### src/rtl/adder_seq_chunked.sv
// Multi-cycle add/subtract unit: CHUNK bits per clock through a registered carry,
// with ADD/SUB/ADC/SBB modes, start/busy/done handshake and x86-style flags.
module adder_seq_chunked #(
  parameter int WIDTH = 32,
  parameter int CHUNK = 8
) (
  input  logic             clk,
  input  logic             rst,
  input  logic             start,
  input  logic [1:0]       mode,
  input  logic             cin,
  input  logic [WIDTH-1:0] A,
  input  logic [WIDTH-1:0] B,
  output logic             busy,
  output logic             done,
  output logic [WIDTH-1:0] s,
  output logic             OF,
  output logic             CF,
  output logic             ZF,
  output logic             SF,
  output logic             PF
);

  localparam int NCH = WIDTH / CHUNK;
  localparam int IW  = (NCH > 1) ? $clog2(NCH) : 1;
  localparam logic [IW-1:0] LAST = IW'(NCH - 1);

  typedef enum logic {IDLE, RUN} state_t;

  state_t           state;
  logic [IW-1:0]    idx;
  logic             c;
  logic             sub_q;
  logic [WIDTH-1:0] a_q;
  logic [WIDTH-1:0] bx_q;

  logic             sub_in;
  logic             c_init;
  logic             last;
  logic             cmsb;
  int               base;
  logic [CHUNK-1:0] a_ch;
  logic [CHUNK-1:0] bx_ch;
  logic [CHUNK:0]   csum;
  logic [WIDTH-1:0] s_next;

  // mode[0] selects subtraction; mode[1] selects the carry-in variants
  assign sub_in = mode[0];
  assign c_init = mode[1] ? (cin ^ mode[0]) : mode[0];
  assign last   = (idx == LAST);

  always_comb begin
    base   = int'(idx) * CHUNK;
    a_ch   = a_q[base +: CHUNK];
    bx_ch  = bx_q[base +: CHUNK];
    csum   = {1'b0, a_ch} + {1'b0, bx_ch} + {{CHUNK{1'b0}}, c};
    // carry into the chunk MSB recovered from its sum bit; equals c when CHUNK=1
    cmsb   = a_ch[CHUNK-1] ^ bx_ch[CHUNK-1] ^ csum[CHUNK-1];
    s_next = s;
    s_next[base +: CHUNK] = csum[CHUNK-1:0];
  end

  always_ff @(posedge clk or posedge rst) begin
    if (rst) begin
      state <= IDLE;
      busy  <= 1'b0;
      done  <= 1'b0;
      s     <= '0;
      OF    <= 1'b0;
      CF    <= 1'b0;
      ZF    <= 1'b0;
      SF    <= 1'b0;
      PF    <= 1'b0;
      idx   <= '0;
      c     <= 1'b0;
      sub_q <= 1'b0;
      a_q   <= '0;
      bx_q  <= '0;
    end else begin
      done <= 1'b0;
      case (state)
        IDLE: begin
          if (start) begin
            a_q   <= A;
            bx_q  <= B ^ {WIDTH{sub_in}};
            sub_q <= sub_in;
            c     <= c_init;
            idx   <= '0;
            busy  <= 1'b1;
            state <= RUN;
          end
        end
        RUN: begin
          s <= s_next;
          c <= csum[CHUNK];
          if (last) begin
            idx   <= '0;
            state <= IDLE;
            busy  <= 1'b0;
            done  <= 1'b1;
            CF    <= csum[CHUNK] ^ sub_q;
            OF    <= csum[CHUNK] ^ cmsb;
            SF    <= s_next[WIDTH-1];
            ZF    <= (s_next == '0);
            PF    <= ^s_next;
          end else begin
            idx <= idx + 1'b1;
          end
        end
        default: state <= IDLE;
      endcase
    end
  end

endmodule

### config.mk
export PLATFORM = sky130hd
export DESIGN_NAME = adder_seq_chunked
export DESIGN_NICKNAME = d
export VERILOG_FILES = /design/src/rtl/adder_seq_chunked.sv
export SDC_FILE = /design/constraint.sdc
export NUM_CORES = 1
export LEC_CHECK = 0
export ABC_AREA = 1
export CAP_MARGIN = 10
export CORE_MARGIN = 2
export CORE_UTILIZATION = 54
export CTS_CLUSTER_DIAMETER = 120
export CTS_CLUSTER_SIZE = 20
export DETAILED_ROUTE_END_ITERATION = 10
export PLACE_DENSITY = 0.81
export RECOVER_POWER = 25
export SLEW_MARGIN = 20
export SYNTH_ARGS = -nofsm -noshare
export SYNTH_HDL_FRONTEND = slang
export SYNTH_SLANG_ARGS = --single-unit
export TNS_END_PERCENT = 5
### constraint.sdc
create_clock -name clk -period 4.8 [get_ports clk]
set_clock_uncertainty 0.05 [all_clocks]
set_input_delay 0.96 -clock clk [delete_from_list [all_inputs] [get_ports clk]]
set_output_delay 0.96 -clock clk [all_outputs]
set_load 0.02 [all_outputs]
After elaboration in Yosys (flattened, before gate mapping)
Cells that the tools add are included.
{"block": "totals", "reg_bits": 108, "latchBits": 0, "ram_bits": 0, "romBits": 0, "output_inout_bits": 39, "n_memories": 0}
{"block": "classes", "n_addsub": 4, "multipliers": 0, "n_div": 0, "order_cmp": 0, "eq_ne": 3, "shifts": 4, "mux": 15, "n_bitwise": 7, "n_reduce_logical": 5}
{"cell": "32-bit by 6-bit indexed part select with 8-bit output", "count": 2}
{"cell": "5-bit negation with 33-bit output", "count": 1}
{"cell": "8-bit by 33-bit variable shift with 32-bit output, first input constant", "count": 1}
{"cell": "8-bit by 33-bit indexed part select with 32-bit output", "count": 1}
{"cell": "32-bit bitwise mux", "count": 1}
{"cell": "32-bit zero test", "count": 1}
{"cell": "32-bit parity", "count": 1}
{"cell": "32-bit XOR", "count": 1}
{"cell": "8-bit by 8-bit adder with 9-bit output", "count": 1}
{"cell": "9-bit by 1-bit adder with 9-bit output", "count": 1}
{"cell": "1-bit 2-to-1 mux", "count": 8}
{"cell": "1-bit case mux with 2 select lines", "count": 3}
{"cell": "2-bit AND reduction", "count": 3}
{"cell": "1-bit XOR", "count": 5}
{"cell": "2-bit 2-to-1 mux", "count": 2}
{"cell": "2-bit case mux with 2 select lines", "count": 1}
{"cell": "2-bit by 1-bit adder with 2-bit output, second input constant", "count": 1}
{"cell": "2-bit == test, second input constant", "count": 1}
{"cell": "2-bit by 1-bit inequality test with 1-bit output, second input constant", "count": 1}
{"cell": "2-bit inequality test, second input constant", "count": 1}
{"cell": "1-bit inverter", "count": 1}

Logic depth before layout (Yosys ltp)
{"block": "logic_depth", "word_depth": 6, "mapped_depth": 27, "ltp_nobuf": 25}

Least setup slack after synthesis
No wires, ideal clock.
{"block": "synth_timing", "kind": "reg2reg", "startpoint": "reg idx[0]", "endpoint": "reg PF", "t_arrival_ps": 3581, "required_time_ps": 4632, "path_slack_ps": 1052, "stages_incl_launch_ff": 26, "n_path_buf": 2, "period_less_slack_ps": 3748, "cell_sequence": "dfrtp_1 buf_2 inv_2 clkbuf_1 nor2_1 o22ai_1 fa_1 inv_1 fa_1 inv_1 nand3_1 nand2_4 xor2_2 nand2_2 nor2_2 nand2_1 nand2_1 inv_1 ha_1 xnor2_1 xor2_1 nand2_1 nand2_1 nand2_1 nand3_1 nand2_1"}
{"block": "synth_between", "elab_chain_cells": 6}
{"element": "start, declared", "line": "31", "rtl": "logic [IW-1:0] idx;"}
{"element": "start signal, assigned", "line": "107", "rtl": "idx <= idx + 1'b1;"}
{"element": "32-bit by 6-bit indexed part select with 8-bit output (on tied branches)", "line": "54, 55"}
{"element": "8-bit by 8-bit adder with 9-bit output", "line": "56", "rtl": "csum = {1'b0, a_ch} + {1'b0, bx_ch} + {{CHUNK{1'b0}}, c};"}
{"element": "9-bit by 1-bit adder with 9-bit output", "line": "56"}
{"element": "8-bit by 33-bit indexed part select with 32-bit output", "line": "60", "rtl": "s_next[base +: CHUNK] = csum[CHUNK-1:0];"}
{"element": "32-bit bitwise mux", "line": "60"}
{"element": "32-bit parity", "line": "105", "rtl": "PF <= ^s_next;"}
{"element": "end signal, assigned", "line": "105"}
{"element": "end, declared", "line": "21", "rtl": "output logic PF"}
Parallel ways exist; a longest one is shown, timed or not.
A chain may end at the register's enable or synchronous reset.

Worst setup path in the final report
Same ends and word-level chain as after synthesis.

==> flow_summary.ini <==
[floorplan]
core_area_um2 = 11400
num_io_pins = 109
rows = 39
fp.dieH_um = 112
start_util_pct = 55.2
fp.dieW_um = 112
dieArea_um2 = 12600

[clocking]
cts-htree-levels = 3
cts.sinks = 108
cts.path.max_buffers = 2
holdBufCountCts = 0
numCtsBuffers = 9
worstSkewPairLatency_ps = 360
cts_resized = 0
cts_tree = done
cts_setup_buffers = 0
clk_pin_slew_ps = 70
cts_root_buf = clkbuf_16

[min_path]
hold-path-cell-count = 2
min-delay-start = a_q[21]$_DFFE_PP0P_
min_to = a_q[21]$_DFFE_PP0P_
holdCritPathClass = register to register

[critical_path]
r2r_setup_slack_ps = 720
required_ps = 5000
cp-start-kind = register
critPathLaunch = idx[0]$_DFFE_PP0P_
critPathMaxStageDelay_ps = 420
cp.buffers_inverters = 4
crit_slowest_cell = buf_4
r2r_cells = 24
crit_type = register to register
r2r_end = PF$_DFFE_PP0P_
crit_top_cell = nand2_1
crit_chain = buf_4, o21ai_0, o22ai_1, fa_1, inv_1, fa_1, inv_1, nand2_1, nand2_1, nand3_1, nand3_1, nand3_1, nor2_1, nand2_1, nand2_1, inv_1, ha_1, xor2_1, xnor2_1, nand2_1, nand2_1, nand2_1, nand3_1, nand2_1
crit_family = simple AND/OR/NAND/NOR gates
r2r-start = idx[0]$_DFFE_PP0P_
cp_max_fo = 46
endpoint_kind = register
critical_path_arrival_ps = 4280

[placed_design]
place_hpwl_mm = 11.2
gp_congestion = 0.919
io_buffer_count = 108

[global_route]
grt_util_all_layers_pct = 25.3
grt_pass1_vias = 5429
use_met3_pct = 4.32
overflow = 0
grt_first_pass_wirelength_mm = 25.8
grt-busiest-layer = met2
antenna_found_initial = 0
use_met2_pct = 41.7
met1_usage_pct = 34.4
grt_max_degree = 67

[sta]
min_period_ps = 4080
period_share_pct = 85.0
fin_setup_tns_ps = 0
relSlewSlack_pct = -71.1
hold_violations = 0
setup_viol = 0
rsz0062_at_grt = no
fmax_mhz = 245
tightestPinTransition_ps = 2550
slew_viol_final = 147

[layout]
drive_gt1_share_pct = 5.48
register_area_um2 = 2700
nNetsFinal = 1009
antennaDiodeCount = 0
multi_input_area_um2 = 3070
fill_cells = 965
area_delta_synth_final_pct = 23.2

[run_status]
violations = max-capacitance violations, max-slew violations
status = finished, violations left

[logic_synthesis]
yosysSeqAreaShare_pct = 42.8
synthesis.area_um2 = 6310
netlist-cell-type-count = 37
synth_seq_cells = 108
syn_nets = 917
yosys_warnings = 0
avgSynthCellArea_um2 = 7.73
postSynthCellCount = 816

[run]
drv_cap = 3

[drt]
vias = 5521
wl_per_cell_um = 14.3
via_per_inst = 5.23
remaining_drc_errors = 0
first_pass_iters = 5
ant_nets = 0
initialDrtViolationCount = 389
wirelength_mm = 15.1
==> sequential cells by signal, summed over array words and instances (netlist names), 2 cells and up <==
register and count:
a_q 32, idx 2, bx_q 32, s 32
==> cell families after synthesis <==
group,count (synthesis),share of synthesized area [%]
flops,108,42.8
simple gates,354,22.9
buf+inv,134,8.45
fa+ha+maj,31,6.39
xor+xnor,55,7.76
compound gates,134,11.7
==> cell type report <==
cell class              instances  area share [%]
multi-input cells             574            39.6
flip-flops and latches        108            34.8
repair buffers                118            14.7
inverters                      97            4.70
clock buffers                  10            3.08
well taps                     143            2.30
clock inverters                 6           0.837
==> worst reg2reg max path: stages (launching register included) <==
cell,delay (ps)
dfrtp_1,360
buf_4,420
o21ai_0,190
o22ai_1,220
fa_1,220
inv_1,60
fa_1,400
inv_1,110
nand2_1,70
nand2_1,60
nand3_1,70
nand3_1,100
nand3_1,120
nor2_1,210
nand2_1,70
nand2_1,80
inv_1,50
ha_1,290
xor2_1,270
xnor2_1,190
nand2_1,90
nand2_1,80
nand2_1,50
nand3_1,80
nand2_1,50
==> worst max path at each step <==
stage	to	slack [ps]	cells after the start
after CTS	PF$_DFFE_PP0P_	790	24
after global placement	PF$_DFFE_PP0P_	940	24
final	PF$_DFFE_PP0P_	720	24
after floorplan	CF$_DFFE_PP0P_	940	1
after global routing	PF$_DFFE_PP0P_	330	24
after detailed placement	PF$_DFFE_PP0P_	830	23
==> synth_stat cells <==
master / instances / share of area [%]
a21oi_1: 6 / 0.48
a21oi_2: 1 / 0.14
a22oi_1: 1 / 0.12
a31oi_1: 1 / 0.099
a32oi_1: 2 / 0.28
buf_1: 3 / 0.18
buf_2: 14 / 1.1
buf_4: 3 / 0.36
clkbuf_1: 16 / 0.95
clkbuf_2: 1 / 0.079
clkinv_1: 2 / 0.12
dfrtp_1: 108 / 43
fa_1: 2 / 0.63
ha_1: 29 / 5.8
inv_1: 91 / 5.4
inv_2: 4 / 0.24
nand2_1: 269 / 16
nand2_2: 5 / 0.50
nand2_4: 2 / 0.36
nand3_1: 15 / 1.2
nand4_1: 9 / 0.89
nand4_2: 2 / 0.40
nor2_1: 47 / 2.8
nor2_2: 1 / 0.099
nor2_4: 1 / 0.18
nor3_4: 1 / 0.26
nor4_1: 1 / 0.099
o21ai_0: 86 / 6.8
o21ai_1: 5 / 0.40
o21ai_2: 3 / 0.42
o221ai_1: 1 / 0.14
o22ai_1: 27 / 2.7
o31ai_1: 1 / 0.12
or2_2: 1 / 0.099
xnor2_1: 46 / 6.4
xor2_1: 8 / 1.1
xor2_2: 1 / 0.26
==> layer usage <==
| metal | part of all wire [%] | vias to the layer above | wire length, µm |
|---|---|---|---|
| met4 | 3.0 | 0 | 446 |
| met1 | 44 | 2545 | 6680 |
| li1 | - | 2762 | - |
| met2 | 48 | 181 | 7180 |
| met5 | 0 | - | 0 |
| met3 | 5.2 | 33 | 782 |
==> stage by stage <==
step / area, µm² / utilization [%] / instances / worst slack [ps] / hold slack (ps)
after floorplan: 6310 / - / 816 / 944 / 387
after global placement: 7470 / 65.5 / 1040 / 943 / 404
after detailed placement: 7470 / 65.5 / 1040 / 835 / 408
after CTS: 7780 / 68.1 / 1056 / 790 / 428
after global routing: 7770 / 68.0 / 1056 / 330 / 451
final: 7770 / 68.0 / 1056 / 721 / 428
==> layout by cell type (no fill, tap or decap), drive strengths merged, types with 2 or more instances in the layout <==
cell type,netlist,layout
xnor2,46,46
clkinv,2,5
a21oi,7,7
nand4,11,11
clkdlybuf4s50,0,105
dlygate4sd3,0,2
a32oi,2,2
clkbuf,17,12
ha,29,29
xor2,9,9
nand2,276,276
dfrtp,108,108
fa,2,2
o21ai,94,94
inv,95,97
nand3,15,15
buf,20,9
o22ai,27,27
nor2,49,49
Power is not shown: default switching activity piles up to over one toggle a cycle in this logic, so the estimate is an artifact.
